--- config.mk ---
export PLATFORM = sky130hd
export DESIGN_NAME = tia_playfield_serializer
export DESIGN_NICKNAME = d
export VERILOG_FILES = /design/src/rtl/tia_playfield_serializer_pkg.sv /design/src/rtl/tia_playfield_serializer_bit_select.sv /design/src/rtl/tia_playfield_serializer.sv
export SDC_FILE = /design/constraint.sdc
export NUM_CORES = 1
export LEC_CHECK = 0
export ABC_AREA = 0
export CORE_MARGIN = 5
export CORE_UTILIZATION = 58
export DETAILED_ROUTE_END_ITERATION = 8
export PLACE_DENSITY_LB_ADDON = 0.08
export SYNTH_ARGS = -nofsm -noshare
export SYNTH_HDL_FRONTEND = slang
export SYNTH_HIERARCHICAL = 1
export SYNTH_SLANG_ARGS = --single-unit
--- constraint.sdc ---
create_clock -name clk -period 5.3 [get_ports clk]
set_clock_uncertainty 0.05 [all_clocks]
set_input_delay 1.06 -clock clk [delete_from_list [all_inputs] [get_ports clk]]
set_output_delay 1.06 -clock clk [all_outputs]
set_load 0.005 [all_outputs]
--- src/rtl/tia_playfield_serializer_pkg.sv ---
// Shared constants and helpers for the playfield serializer slice.
// Build option: TIA_PF_LEGACY_ORDER_EN selects the original TIA PF0/PF1/PF2
// bit ordering (uses legacy_bit_index below).
package tia_pf_pkg;

    // Bit positions inside the CTRL register; bits [7:2] are ignored.
    localparam int unsigned CTRL_REFLECT_BIT = 0;
    localparam int unsigned CTRL_SCORE_BIT   = 1;

    // Number of byte lanes needed to hold pf_bits playfield bits.
    function automatic int unsigned nlanes(input int unsigned pf_bits);
        return (pf_bits + 7) / 8;
    endfunction

    // Original TIA register ordering for a 20-bit playfield.
    // Returns the playfield bit written by wr_data[data_bit] of register
    // 'lane' (0 = PF0, 1 = PF1, 2 = PF2), or -1 when that data bit is dropped.
    //   PF0: wr_data[4..7] -> bits 0..3 (low nibble unused)
    //   PF1: wr_data[7..0] -> bits 4..11 (reversed)
    //   PF2: wr_data[0..7] -> bits 12..19
    function automatic int legacy_bit_index(input int unsigned lane,
                                            input int unsigned data_bit);
        int idx;
        idx = -1;
        case (lane)
            0:       if (data_bit >= 4) idx = int'(data_bit) - 4;
            1:       idx = 4 + (7 - int'(data_bit));
            2:       idx = 12 + int'(data_bit);
            default: idx = -1;
        endcase
        return idx;
    endfunction

endpackage

--- src/rtl/tia_playfield_serializer_bit_select.sv ---
// Playfield bit selector: maps the bit counter of the visible line onto a
// stored playfield bit, mirroring the right half when reflect is set.
module tia_pf_bit_select
    import tia_pf_pkg::*;
#(
    parameter int unsigned PF_BITS = 20,
    parameter int unsigned BW      = $clog2(2 * PF_BITS)
) (
    input  logic [PF_BITS-1:0] bits,
    input  logic [BW-1:0]      b,
    input  logic               reflect,
    output logic               bit_val
);

    logic [BW-1:0] idx;

    // Translate line bit counter to storage index, then mux the stored bit.
    always_comb begin
        idx     = b;
        bit_val = 1'b0;
        if (b < BW'(PF_BITS)) begin
            idx = b;
        end else if (reflect) begin
            // PF_BITS-1-r with r = b-PF_BITS folds to 2*PF_BITS-1-b.
            idx = BW'(2 * PF_BITS - 1) - b;
        end else begin
            idx = b - BW'(PF_BITS);
        end
        for (int unsigned i = 0; i < PF_BITS; i++) begin
            if (idx == BW'(i)) bit_val = bits[i];
        end
    end

endmodule

--- src/rtl/tia_playfield_serializer.sv ---
// Single-clock playfield serializer: horizontal counter, playfield byte
// lanes, CTRL register (REFLECT/SCORE) and the bit-boundary latch that
// drives pf / pf_right into the colour mixer.
// Build option: TIA_PF_LEGACY_ORDER_EN maps addresses 0/1/2 to the original
// TIA PF0/PF1/PF2 ordering (PF_BITS must be 20); otherwise lanes are linear.
module tia_playfield_serializer
    import tia_pf_pkg::*;
#(
    parameter  int unsigned PF_BITS      = 20,
    parameter  int unsigned CLKS_PER_BIT = 4,
    parameter  int unsigned HBLANK_CLKS  = 68,
    parameter  int unsigned LINE_CLKS    = 228,
    localparam int unsigned NLANES       = nlanes(PF_BITS),
    localparam int unsigned AW           = $clog2(NLANES + 1),
    localparam int unsigned HW           = $clog2(LINE_CLKS)
) (
    input  logic          clk,
    input  logic          rst,
    input  logic          wr_en,
    input  logic [AW-1:0] wr_addr,
    input  logic [7:0]    wr_data,
    output logic [HW-1:0] hpos,
    output logic          hblank,
    output logic          line_start,
    output logic          pf,
    output logic          pf_right
);

    localparam int unsigned BW  = $clog2(2 * PF_BITS);
    localparam int unsigned PHW = $clog2(CLKS_PER_BIT + 1);
    localparam int unsigned PIW = $clog2(PF_BITS);

    if (LINE_CLKS != HBLANK_CLKS + 2 * PF_BITS * CLKS_PER_BIT) begin : g_bad_line
        $error("LINE_CLKS must equal HBLANK_CLKS + 2*PF_BITS*CLKS_PER_BIT");
    end

`ifdef TIA_PF_LEGACY_ORDER_EN
    if (PF_BITS != 20) begin : g_bad_legacy
        $error("legacy TIA register ordering requires PF_BITS == 20");
    end
`endif

    // Registered, mutually aligned outputs.
    logic [HW-1:0]      hpos_q;
    logic               hblank_q;
    logic               line_start_q;
    logic               pf_q;
    logic               pf_right_q;

    // Position inside the visible area: phase within a bit, bit number.
    logic [PHW-1:0]     phase_q, phase_n;
    logic [BW-1:0]      bit_q, bit_n;
    logic [HW-1:0]      hpos_n;
    logic               active_n;
    logic               boundary_n;
    logic               right_n;

    // Register file.
    logic [PF_BITS-1:0] bits_q;
    logic [1:0]         ctrl_q;
    logic [PF_BITS-1:0] wmask;
    logic [PF_BITS-1:0] wdata;
    logic               ctrl_we;
    logic [31:0]        addr_ext;
    logic               sel_bit;

`ifdef TIA_PF_LEGACY_ORDER_EN
    int                 legacy_idx;
`endif

    assign addr_ext = 32'(wr_addr);

    // Next horizontal position and bit-boundary tracking for the next cycle.
    always_comb begin
        hpos_n     = (hpos_q == HW'(LINE_CLKS - 1)) ? '0 : hpos_q + 1'b1;
        active_n   = (hpos_n >= HW'(HBLANK_CLKS));
        phase_n    = phase_q;
        bit_n      = bit_q;
        boundary_n = 1'b0;
        if (hpos_n == HW'(HBLANK_CLKS)) begin
            phase_n    = '0;
            bit_n      = '0;
            boundary_n = 1'b1;
        end else if (!hblank_q) begin
            if (phase_q == PHW'(CLKS_PER_BIT - 1)) begin
                phase_n    = '0;
                bit_n      = bit_q + 1'b1;
                boundary_n = 1'b1;
            end else begin
                phase_n    = phase_q + 1'b1;
            end
        end
        right_n = (bit_n >= BW'(PF_BITS));
    end

    // Decode a register write into a per-bit playfield mask plus CTRL strobe.
    always_comb begin
        wmask   = '0;
        wdata   = '0;
        ctrl_we = wr_en && (addr_ext == NLANES);
`ifdef TIA_PF_LEGACY_ORDER_EN
        legacy_idx = -1;
        for (int unsigned k = 0; k < 3; k++) begin
            for (int unsigned i = 0; i < 8; i++) begin
                legacy_idx = legacy_bit_index(k, i);
                if (wr_en && (addr_ext == k) && (legacy_idx >= 0)) begin
                    wmask[PIW'(legacy_idx)] = 1'b1;
                    wdata[PIW'(legacy_idx)] = wr_data[i];
                end
            end
        end
`else
        for (int unsigned k = 0; k < NLANES; k++) begin
            for (int unsigned i = 0; i < 8; i++) begin
                // Bits past PF_BITS in the top lane are simply not stored.
                if (wr_en && (addr_ext == k) && (8 * k + i < PF_BITS)) begin
                    wmask[PIW'(8 * k + i)] = 1'b1;
                    wdata[PIW'(8 * k + i)] = wr_data[i];
                end
            end
        end
`endif
    end

    tia_pf_bit_select #(
        .PF_BITS (PF_BITS),
        .BW      (BW)
    ) u_bit_select (
        .bits    (bits_q),
        .b       (bit_n),
        .reflect (ctrl_q[CTRL_REFLECT_BIT]),
        .bit_val (sel_bit)
    );

    // Counter, registers and the boundary latch; the latch sees pre-write
    // register values because writes land on the same edge.
    always_ff @(posedge clk) begin
        if (rst) begin
            hpos_q       <= '0;
            hblank_q     <= 1'b1;
            line_start_q <= 1'b1;
            pf_q         <= 1'b0;
            pf_right_q   <= 1'b0;
            phase_q      <= '0;
            bit_q        <= '0;
            bits_q       <= '0;
            ctrl_q       <= '0;
        end else begin
            hpos_q       <= hpos_n;
            hblank_q     <= !active_n;
            line_start_q <= (hpos_n == '0);
            phase_q      <= phase_n;
            bit_q        <= bit_n;
            bits_q       <= (bits_q & ~wmask) | wdata;
            if (ctrl_we) begin
                ctrl_q[CTRL_REFLECT_BIT] <= wr_data[CTRL_REFLECT_BIT];
                ctrl_q[CTRL_SCORE_BIT]   <= wr_data[CTRL_SCORE_BIT];
            end
            if (!active_n) begin
                pf_q       <= 1'b0;
                pf_right_q <= 1'b0;
            end else if (boundary_n) begin
                pf_q       <= sel_bit;
                pf_right_q <= right_n && ctrl_q[CTRL_SCORE_BIT];
            end
        end
    end

    assign hpos       = hpos_q;
    assign hblank     = hblank_q;
    assign line_start = line_start_q;
    assign pf         = pf_q;
    assign pf_right   = pf_right_q;

endmodule
==> reports/metrics.yaml, run 1 <==
floorplan:
  die_y_um: 79.72
  core_area_mm2: 0.004723
  row_count: 25
  die_x_um: 79.72
  die_area_mm2: 0.006354
  ios: 25
  start_util_pct: 59.68
timing:
  grt_setup_unrepaired: "false"
  drv_slew: 0
  finalSetupViolations: 0
  setup_tns_ps: 0
  min_period_over_period_pct: 82.17
  worst_slack_ps: 944.8
  fmaxAchievable_ghz: 0.2296
  max_slew_margin_pct: 23.73
  post-route-min-period_ps: 4355
  worst_slew_pin_slew_ps: 1136
  finalHoldViolations: 0
place:
  placed_area_mm2: 0.003077
  place_ws_ps: 1043
  gp_congestion: 0.9126
  port_buffers: 24
  dp_hpwl_um: 4325
logic_synthesis:
  synth_edf_count: 0
  post-synth-top-area-fraction_pct: 30.54
  synth.avg_cell_area_um2: 8.340
  syn_inst: 338
  ys_seq_area_share_pct: 30.54
  syn_area_mm2: 0.002819
  synthArstFlopShare_pct: 0
  syn_nets: 358
  synth_area_leaders: "dfxtp_1 (31%), mux2i_1 (9.9%), nor2_1 (8.0%)"
  synth_area_leader_cell: "dfxtp_1"
  synth_seq_cells: 43
  yosys_warnings: 6
  synth-main-ff-cell: "dfxtp_1"
  synthDistinctLibCells: 67
pwr:
  p_leak_nw: 1.196
  power_mw: 0.6669
  powerDensity_mw_per_mm2: 208.9
  vdd_ir_drop_max_mv: 0.1971
global_route:
  track_usage_pct: 20.60
  antenna_found_initial: 0
  grt_pass1_wl_um: 10620
  overflow: 0
  grt_pass1_vias: 2291
  grt_max_degree: 30
routing:
  drc: 0
  drt_first_pass_iters: 4
  vias_per_cell: 5.905
  wirelength_um: 5996
  drt_iter0_drc: 155
  wl_per_cell_um: 14.24
  ant_nets: 0
  vias: 2486
critical_path:
  path_class: "reg2reg"
  crit_chain: "ha_1 -> nor3b_4 -> nand3_1 -> xor2_1 -> nor2_1 -> inv_1 -> ha_1 -> nor2b_1 -> o21ai_1 -> and3_1 -> o311ai_0 -> a2111oi_1 -> a211oi_1 -> o221ai_1 -> mux2i_1 -> nor2_1"
  crit_arrival_ps: 4480
  setup.worst_path.start: "phase_q[0]$_SDFFE_PP0N_"
  cp_max_fo: 15
  r2r-start: "phase_q[0]$_SDFFE_PP0N_"
  crit_path_start_kind: "flop"
  slowest_stage: "o21ai_1"
  crit_required_ps: 5430
  slowest_delay_ps: 460
  crit_path_end_kind: "flop"
clock_network:
  post_cts_resize_count: 0
  root_buffer: "clkbuf_8"
  cts_tree: "yes"
  post-cts-setup-buffers: 0
  clock_sinks: 43
  numCtsBuffers: 5
  clk_pin_slew_worst_paths_ps: 90
  h-tree-depth: 2
  cts_hold_buf: 0
  clock_path_buffers: 2
  clk_latency_ps: 300
worst_hold_path:
  min-delay-start: "phase_q[1]$_SDFFE_PP0N_"
  hold_path_class: "reg2reg"
finish:
  num-fill-cells: 424
  area_delta_synth_final_pct: 13.23
  final_area_mm2: 0.003192
  fin_nets: 373
  drive_above_1_share_pct: 9.887
  final_util_pct: 67.58
  n_antenna_cell: 0
status:
  status: "complete, no violations"
job:
  drv_cap: 0
cell usage after synthesis (3+ instances only):
library cell	n
buf_1	3
nor4_1	3
xnor2_1	5
and2_1	3
xor2_1	4
nand2b_1	6
nor2_1	60
o21ai_1	4
nand2_1	19
buf_2	11
dfxtp_1	43
inv_1	8
a211oi_1	7
nor2b_1	3
mux2_2	6
ha_1	7
a31oi_1	3
o21ai_0	9
clkbuf_1	5
nor3_1	7
nand3_1	12
nand4_1	5
a21oi_1	11
o211ai_1	4
mux2i_1	28
and3_1	8
path summary, 6_finish.rpt:
kind / end / slack (ps) / cells past startpoint
max reg2reg: pf$_SDFFE_PP0P_ / 940 / 16
min: phase_q[1]$_SDFFE_PP0N_ / 450 / 2
max: pf$_SDFFE_PP0P_ / 940 / 16
min reg2reg: phase_q[1]$_SDFFE_PP0N_ / 450 / 2
report_power, final:
part	leakage (nW)	internal, mW	switching, mW
logic	0.792	0.0332	0.0274
clock network	0.0548	0.142	0.117
registers	0.349	0.333	0.0136
total	1.20	0.509	0.158
metal layers:
layer  global-route usage (%)  routed length [µm]
met4                    6.014                  77
met3                    3.725                 192
met5                        0                   0
met1                    29.45                3069
met2                    31.47                2657
cells in the final DEF, fill, tap and decap left out, drive strengths merged, types with 3 or more instances in the layout:
master,Yosys,routed
nand2b,6,6
clkdlybuf4s50,0,24
or2,3,3
xnor2,5,5
a211oi,9,9
o211ai,4,4
xor2,4,4
ha,7,7
nor4,3,3
o31ai,3,3
mux2i,28,28
nand4,5,5
nand2,19,19
mux2,6,6
nor2b,3,3
buf,16,5
and3,8,8
and2,3,3
nor3b,3,3
inv,9,10
clkbuf,5,5
a31oi,5,5
dfxtp,43,43
o21ai,13,13
a21oi,11,11
nor3,8,8
nor2,60,60
nand3,13,13
logic make-up after synthesis:
logic type               synth area share, %
XOR/XNOR                               2.796
adder cells (fa/ha/maj)                3.107
AO/OA/AOI/OAI                          19.97
flip-flops                             30.54
buffers and inverters                  5.149
multiplexers                           13.94
AND/OR/NAND/NOR                        24.50
final cells by class:
cell class | instances | area, µm² | area share, %
multi-input cells | 263 | 1813 | 56.80
flip-flops and latches | 43 | 860.8 | 26.97
repair buffers | 29 | 277.8 | 8.702
well taps | 67 | 83.83 | 2.626
clock buffers | 5 | 68.82 | 2.156
clock inverters | 3 | 46.29 | 1.450
inverters | 11 | 41.29 | 1.294
critical path, delay by kind of cell, from the launching register on:
kind | cells | cell delay [ps]
simple gates | 6 | 1630
compound gates | 5 | 1320
fa+ha+maj | 2 | 400
flops | 1 | 360
xor+xnor | 1 | 170
buf+inv | 1 | 150
mux | 1 | 150
metrics by stage:
step                cells  hold slack (ps)
detailed placement    413            438.9
global placement      413            426.0
floorplan             338            413.4
CTS                   421            455.7
global route          421            490.4
finish                421            453.0
Note: power is estimated with default switching activity, not from simulation.
==> inputs of run 2 (changes only) <==
==> constraint.sdc (replaced) <==
create_clock -name clk -period 4.5 [get_ports clk]
set_clock_uncertainty 0.05 [all_clocks]
set_input_delay 0.9 -clock clk [delete_from_list [all_inputs] [get_ports clk]]
set_output_delay 0.9 -clock clk [all_outputs]
set_load 0.005 [all_outputs]
==> run 2 against run 1 <==
Sequential power increased by 18%. Utilization increased by 0.32 points. Final cell count increased by 1.2%. Worst hold slack improved by 9.5 ps. Wire length increased by 4.9%. Critical path depth decreased by 2. Final area increased by 0.47%. Clock-buffer cell count increased by 1. Clock power decreased by 6%. Non-clock buffer count increased by 5.
==> reports/metrics.yaml, run 2 (synthesis results as in run 1) <==
finish:
  regArea_um2: 860.8  # unchanged
  n_antenna_cell: 0  # unchanged
  final_util_pct: 67.89  # was 67.58%
  fin_nets: 378  # was 373
  area_delta_synth_final_pct: 13.76  # was 13.23%
  drive_above_1_share_pct: 11.42  # was 9.887%
  num-fill-cells: 380  # was 424
  layout_commonest_cell: "nor2_1"  # unchanged
  multiInputGateArea_mm2: 0.001821  # was 0.001813 mm²
  final_area_mm2: 0.003207  # was 0.003192 mm²
  mostFrequentLayoutCells: "nor2_1 (59), dfxtp_1 (43), mux2i_1 (28), clkdlybuf4s50_1 (24), nand2_1 (19)"  # was nor2_1 (60), dfxtp_1 (43), mux2i_1 (28), clkdlybuf4s50_1 (24), nand2_1 (19)
  fin_cells: 426  # was 421
critical_path:
  r2r_cells: 14  # was 16
  path_class: "reg2reg"  # unchanged
  crit_path_start_kind: "flop"  # unchanged
  slowest_delay_ps: 480  # was 460 ps
  crit_chain: "nor3_2 -> and4_1 -> nor2_1 -> inv_1 -> ha_1 -> or2_0 -> a21oi_1 -> o22ai_1 -> o41ai_1 -> a2111oi_1 -> a211oi_1 -> o221ai_1 -> mux2i_1 -> nor2_1"  # was ha_1 -> nor3b_4 -> nand3_1 -> xor2_1 -> nor2_1 -> inv_1 -> ha_1 -> nor2b_1 -> o21ai_1 -> and3_1 -> o311ai_0 -> a2111oi_1 -> a211oi_1 -> o221ai_1 -> mux2i_1 -> nor2_1
  crit_path_end_kind: "flop"  # unchanged
  critPathBufInv: 1  # unchanged
  worstSetupEndpoint: "pf$_SDFFE_PP0P_"  # unchanged
  slowest_stage: "and4_1"  # was o21ai_1
  crit_top_cell: "nor2_1"
  r2r_setup_slack_ps: 590  # was 940 ps
  critical_path_depth: 14  # was 16
  reg2reg_to: "pf$_SDFFE_PP0P_"  # unchanged
  r2r-start: "hpos[3]$_SDFF_PP0_"  # was phase_q[0]$_SDFFE_PP0N_
  critPathTopFamily: "compound AO/OA/AOI/OAI gates"  # was simple AND/OR/NAND/NOR gates
  crit_required_ps: 4640  # was 5430 ps
  setup.worst_path.start: "hpos[3]$_SDFF_PP0_"  # was phase_q[0]$_SDFFE_PP0N_
  crit_arrival_ps: 4050  # was 4480 ps
  cp_max_fo: 9  # was 15
place:
  gp_congestion: 0.9365  # was 0.9126
  placed_area_mm2: 0.003107  # was 0.003077 mm²
  port_buffers: 24  # unchanged
  dp.cells: 417  # was 413
  place_ws_ps: 450.2  # was 1043 ps
  dp_hpwl_um: 4652  # was 4325 µm
timing:
  worst_slack_ps: 585.4  # was 944.8 ps
  finalHoldViolations: 0  # unchanged
  min_period_over_period_pct: 86.99  # was 82.17%
  holdWs_ps: 462.5  # was 453.0 ps
  finalSetupViolations: 0  # unchanged
  max_slew_margin_pct: 26.29  # was 23.73%
  setup_tns_ps: 0  # unchanged
  fmaxAchievable_ghz: 0.2555  # was 0.2296 GHz
  grt_setup_unrepaired: "false"  # unchanged
  post-route-min-period_ps: 3915  # was 4355 ps
  drv_slew: 0  # unchanged
  worst_slew_pin_slew_ps: 1102  # was 1136 ps
job:
  drv_cap: 0  # unchanged
pwr:
  powerDensity_mw_per_mm2: 226.6  # was 208.9 mW/mm²
  p_comb_share_pct: 10.3  # was 9.1%
  power_frac_seq_pct: 56.1  # was 52.0%
  vdd_ir_drop_max_mv: 0.2180  # was 0.1971 mV
  power_mw: 0.7265  # was 0.6669 mW
  power.switching_mw: 0.1850  # was 0.1584 mW
  p_clk_share_pct: 33.6  # was 38.9%
  switching_share_pct: 25.46  # was 23.75%
  p_leak_nw: 1.209  # was 1.196 nW
  intPower_mw: 0.5415  # was 0.5085 mW
clock_network:
  h-tree-depth: 2  # unchanged
  cts_tree: "yes"  # unchanged
  clk_latency_ps: 300  # about the same
  root_buffer: "clkbuf_8"  # unchanged
  numCtsBuffers: 5  # unchanged
  clock_sinks: 43  # unchanged
  clock_path_buffers: 2  # unchanged
  clk_pin_slew_worst_paths_ps: 80  # was 90 ps
global_route:
  grt_pass1_vias: 2313  # was 2291
  grt_max_degree: 30  # unchanged
  antenna_found_initial: 0  # unchanged
  track_usage_pct: 21.69  # was 20.60%
  overflow: 0  # unchanged
  grt_pass1_wl_um: 11030  # was 10620 µm
floorplan:
  row_count: 25  # unchanged
  die_y_um: 79.72  # unchanged
  ios: 25  # unchanged
  start_util_pct: 59.68  # unchanged
  die_x_um: 79.72  # unchanged
  core_area_mm2: 0.004723  # unchanged
  die_area_mm2: 0.006354  # unchanged
routing:
  ant_nets: 0  # unchanged
  drt_first_pass_iters: 4  # unchanged
  wl_per_cell_um: 14.77  # was 14.24 µm
  drt_iter0_drc: 181  # was 155
  drc: 0  # unchanged
  vias_per_cell: 5.840  # was 5.905
  wirelength_um: 6292  # was 5996 µm
  vias: 2488  # was 2486
worst_hold_path:
  hold_path_class: "reg2reg"  # unchanged
  hold-path-cell-count: 2  # unchanged
status:
  status: "complete, no violations"  # unchanged
==> run 2: cell count changes in the layout (fill, tap and decap cells not counted), sizes merged <==
cell	before	now
clkinv	2	3
bufinv	1	0
buf	5	10
inv	10	9
clkbuf	5	6
==> run 2: how the worst min path moves through the flow <==
stage / to / slack [ps] / start
finish: flop / 460 / flop
global route: phase_q[2]$_SDFFE_PP0N_ / 500 / phase_q[2]$_SDFFE_PP0N_
CTS: hpos[0]$_SDFF_PP0_ / 460 / hpos[0]$_SDFF_PP0_
detailed placement: hpos[0]$_SDFF_PP0_ / 440 / hpos[0]$_SDFF_PP0_
global placement: flop / 430 / flop
floorplan: flop / 410 / flop
==> run 2: power by group through the flow <==
stage / clock network, mW / logic (mW) / registers, mW
after CTS: 0.251 / 0.0748 / 0.407
after global routing: 0.267 / 0.0821 / 0.410
after global placement: 0 / 0.0730 / 0.416
after detailed placement: 0 / 0.0743 / 0.416
final: 0.244 / 0.0745 / 0.408
after floorplan: 0 / 0.0459 / 0.412
==> run 2: repair_timing <==
item | CTS | global route
buffers inserted | 0 | 1
setup endpoints to repair | 0 | 1
resized for setup | 0 | 2
hold buffers | 0 | 0
==> run 2: worst min-delay path: cells and delay by family (launching register included) <==
kind / cells / cell delay [ps]
flip-flops: 1 / 330
AND/OR/NAND/NOR: 1 / 80
multiplexers: 1 / 70
==> run 2: final cells by class <==
cell class	instances	area share, %
multi-input combinational	263	56.77
timing repair buffer	34	9.832
sequential	43	26.84
clock buffer	6	2.263
inverter	11	1.288
clock inverter	2	0.3902
tap	67	2.614
==> run 2: layer usage <==
layer	part of all wire, %	up-vias	track usage [%]
li1	-	1270	-
met1	50	1158	32.01
met2	44	51	31.39
met3	4.3	9	4.176
met4	1.4	0	7.045
met5	0	-	0
==> inputs of run 3 (changes only) <==
--- a/config.mk
+++ b/config.mk
@@ -6,7 +6,7 @@
 export NUM_CORES = 1
 export LEC_CHECK = 0
 export ABC_AREA = 0
-export CORE_MARGIN = 5
+export CORE_MARGIN = 2
 export CORE_UTILIZATION = 58
 export DETAILED_ROUTE_END_ITERATION = 8
 export PLACE_DENSITY_LB_ADDON = 0.08
==> run 3 against run 2 <==
Total power increased by 15%. Worst hold slack got worse by 8.1 ps. Via count rose by 1.2%. Largest power group unchanged.
==> reports/metrics.yaml, run 3 (synthesis results as in run 1) <==
status:
  status: "complete, no violations"  # unchanged
global_route:
  overflow: 0  # unchanged
  grt_pass1_wl_um: 10410  # was 11030 µm
  grt_max_degree: 30  # unchanged
  grt_util_met2_pct: 36.21  # was 31.39%
  grt_pass1_vias: 2170  # was 2313
  antenna_found_initial: 0  # unchanged
  grt_util_met1_pct: 36.09  # was 32.01%
  met3_usage_pct: 3.429  # was 4.176%
  grt-busiest-layer: "met2"  # was met1
  track_usage_pct: 24.05  # was 21.69%
finish:
  layout_commonest_cell: "nor2_1"  # unchanged
  final_area_mm2: 0.003218  # was 0.003207 mm²
  drive_above_1_share_pct: 10.64  # was 11.42%
  num-fill-cells: 403  # was 380
  fin_cells: 411  # was 426
  fin_nets: 376  # was 378
  mostFrequentLayoutCells: "nor2_1 (60), dfxtp_1 (43), mux2i_1 (28), clkdlybuf4s50_1 (24), nand2_1 (19)"  # was nor2_1 (59), dfxtp_1 (43), mux2i_1 (28), clkdlybuf4s50_1 (24), nand2_1 (19)
  area_delta_synth_final_pct: 14.16  # was 13.76%
  n_antenna_cell: 0  # unchanged
critical_path:
  path_class: "reg2reg"  # unchanged
  cp_max_fo: 15  # was 9
  crit_arrival_ps: 4090  # was 4050 ps
  crit_required_ps: 4640  # about the same
  crit_path_end_kind: "flop"  # unchanged
  crit_path_start_kind: "flop"  # unchanged
job:
  drv_cap: 0  # unchanged
place:
  dp.cells: 403  # was 417
  gp_congestion: 0.9388  # was 0.9365
  placed_area_mm2: 0.003083  # was 0.003107 mm²
  port_buffers: 24  # unchanged
  dp_hpwl_um: 4416  # was 4652 µm
clock_network:
  post-cts-setup-buffers: 0  # unchanged
  clk_latency_ps: 290  # was 300 ps
  clk_pin_slew_worst_paths_ps: 80  # about the same
  clock_sinks: 43  # unchanged
  h-tree-depth: 2  # unchanged
  root_buffer: "clkbuf_8"  # unchanged
  numCtsBuffers: 5  # unchanged
  cts_tree: "yes"  # unchanged
  post_cts_resize_count: 0  # unchanged
  clock_path_buffers: 2  # unchanged
  cts_hold_buf: 0  # unchanged
floorplan:
  core_area_mm2: 0.004692  # was 0.004723 mm²
  die_area_mm2: 0.005434  # was 0.006354 mm²
  row_count: 25  # unchanged
  start_util_pct: 60.08  # was 59.68%
  ios: 25  # unchanged
  die_y_um: 73.72  # was 79.72 µm
  die_x_um: 73.72  # was 79.72 µm
routing:
  ant_nets: 0  # unchanged
  wirelength_um: 6153  # was 6292 µm
  drt_iter0_drc: 150  # was 181
  drt_first_pass_iters: 4  # unchanged
  wl_per_cell_um: 14.97  # was 14.77 µm
  vias: 2518  # was 2488
  drc: 0  # unchanged
  vias_per_cell: 6.127  # was 5.840
timing:
  max_slew_margin_pct: 39.76  # was 26.29%
  setup_tns_ps: 0  # unchanged
  drv_slew: 0  # unchanged
  worst_slew_pin_slew_ps: 900.2  # was 1102 ps
  fmaxAchievable_ghz: 0.2531  # was 0.2555 GHz
  finalHoldViolations: 0  # unchanged
  min_period_over_period_pct: 87.81  # was 86.99%
  finalSetupViolations: 0  # unchanged
  grt_setup_unrepaired: "false"  # unchanged
  post-route-min-period_ps: 3951  # was 3915 ps
pwr:
  p_clk_share_pct: 42.3  # was 33.6%
  vdd_ir_drop_max_mv: 0.2256  # was 0.2180 mV
  powerDensity_mw_per_mm2: 259.5  # was 226.6 mW/mm²
  switching_share_pct: 21.62  # was 25.46%
  power_frac_seq_pct: 48.8  # was 56.1%
  intPower_mw: 0.6546  # was 0.5415 mW
  p_leak_nw: 1.221  # was 1.209 nW
  power.switching_mw: 0.1805  # was 0.1850 mW
  p_comb_share_pct: 8.9  # was 10.3%
worst_hold_path:
  hold_path_class: "reg2reg"  # unchanged
## run 3: final timing paths
kind | endpoint | from | slack, ps | depth (start not counted)
worst max-delay path | pf$_SDFFE_PP0P_ | phase_q[0]$_SDFFE_PP0N_ | 550 | 14
worst min-delay path | phase_q[1]$_SDFFE_PP0N_ | phase_q[1]$_SDFFE_PP0N_ | 450 | 2
worst max register to register | pf$_SDFFE_PP0P_ | phase_q[0]$_SDFFE_PP0N_ | 550 | 14
worst min register to register | phase_q[1]$_SDFFE_PP0N_ | phase_q[1]$_SDFFE_PP0N_ | 450 | 2
## run 3: through the flow
stage          utilization [%]  power, mW  hold WS [ps]  worst slack, ps
3_3_place_gp             65.71     0.4884         428.3            597.3
5_1_grt                  68.59     0.8668         487.5            158.6
4_1_cts                  68.53     0.8423         459.7            431.0
2_1_floorplan                -     0.4581         413.4            765.9
3_5_place_dp             65.71     0.4898         440.5            476.0
6_report                 68.59     0.8352         454.4            548.8
## run 3: cell type report
type | count | area, µm² | area share [%]
clock buffer | 6 | 72.57 | 2.255
clock inverter | 2 | 60.06 | 1.866
inverter | 11 | 41.29 | 1.283
multi-input combinational | 263 | 1815 | 56.42
sequential | 43 | 860.8 | 26.75
tap | 54 | 67.56 | 2.100
timing repair buffer | 32 | 300.3 | 9.331
## run 3: power groups by stage
| stage | logic (mW) | registers (mW) | clock network [mW] |
|---|---|---|---|
| global route | 0.0820 | 0.409 | 0.375 |
| CTS | 0.0748 | 0.407 | 0.360 |
| finish | 0.0744 | 0.407 | 0.353 |
| floorplan | 0.0459 | 0.412 | 0 |
| global placement | 0.0729 | 0.415 | 0 |
| detailed placement | 0.0740 | 0.416 | 0 |
## run 3: critical path, stage by stage, from the launching register on
cell,delay (ps)
dfxtp_1,360
ha_1,170
nor3b_4,390
and4_1,290
xnor2_1,90
nor2_1,690
inv_1,200
a21oi_1,280
o22ai_1,210
o41ai_1,430
a2111oi_1,100
a211oi_1,230
o221ai_1,160
mux2i_1,150
nor2_1,50
## run 3: layer usage
| layer | wire length (µm) | vias to the layer above | share of wire (%) |
|---|---|---|---|
| li1 | - | 1268 | - |
| met1 | 3048 | 1169 | 50 |
| met2 | 2788 | 76 | 45 |
| met3 | 262 | 5 | 4.3 |
| met4 | 54 | 0 | 0.88 |
| met5 | 0 | - | 0 |
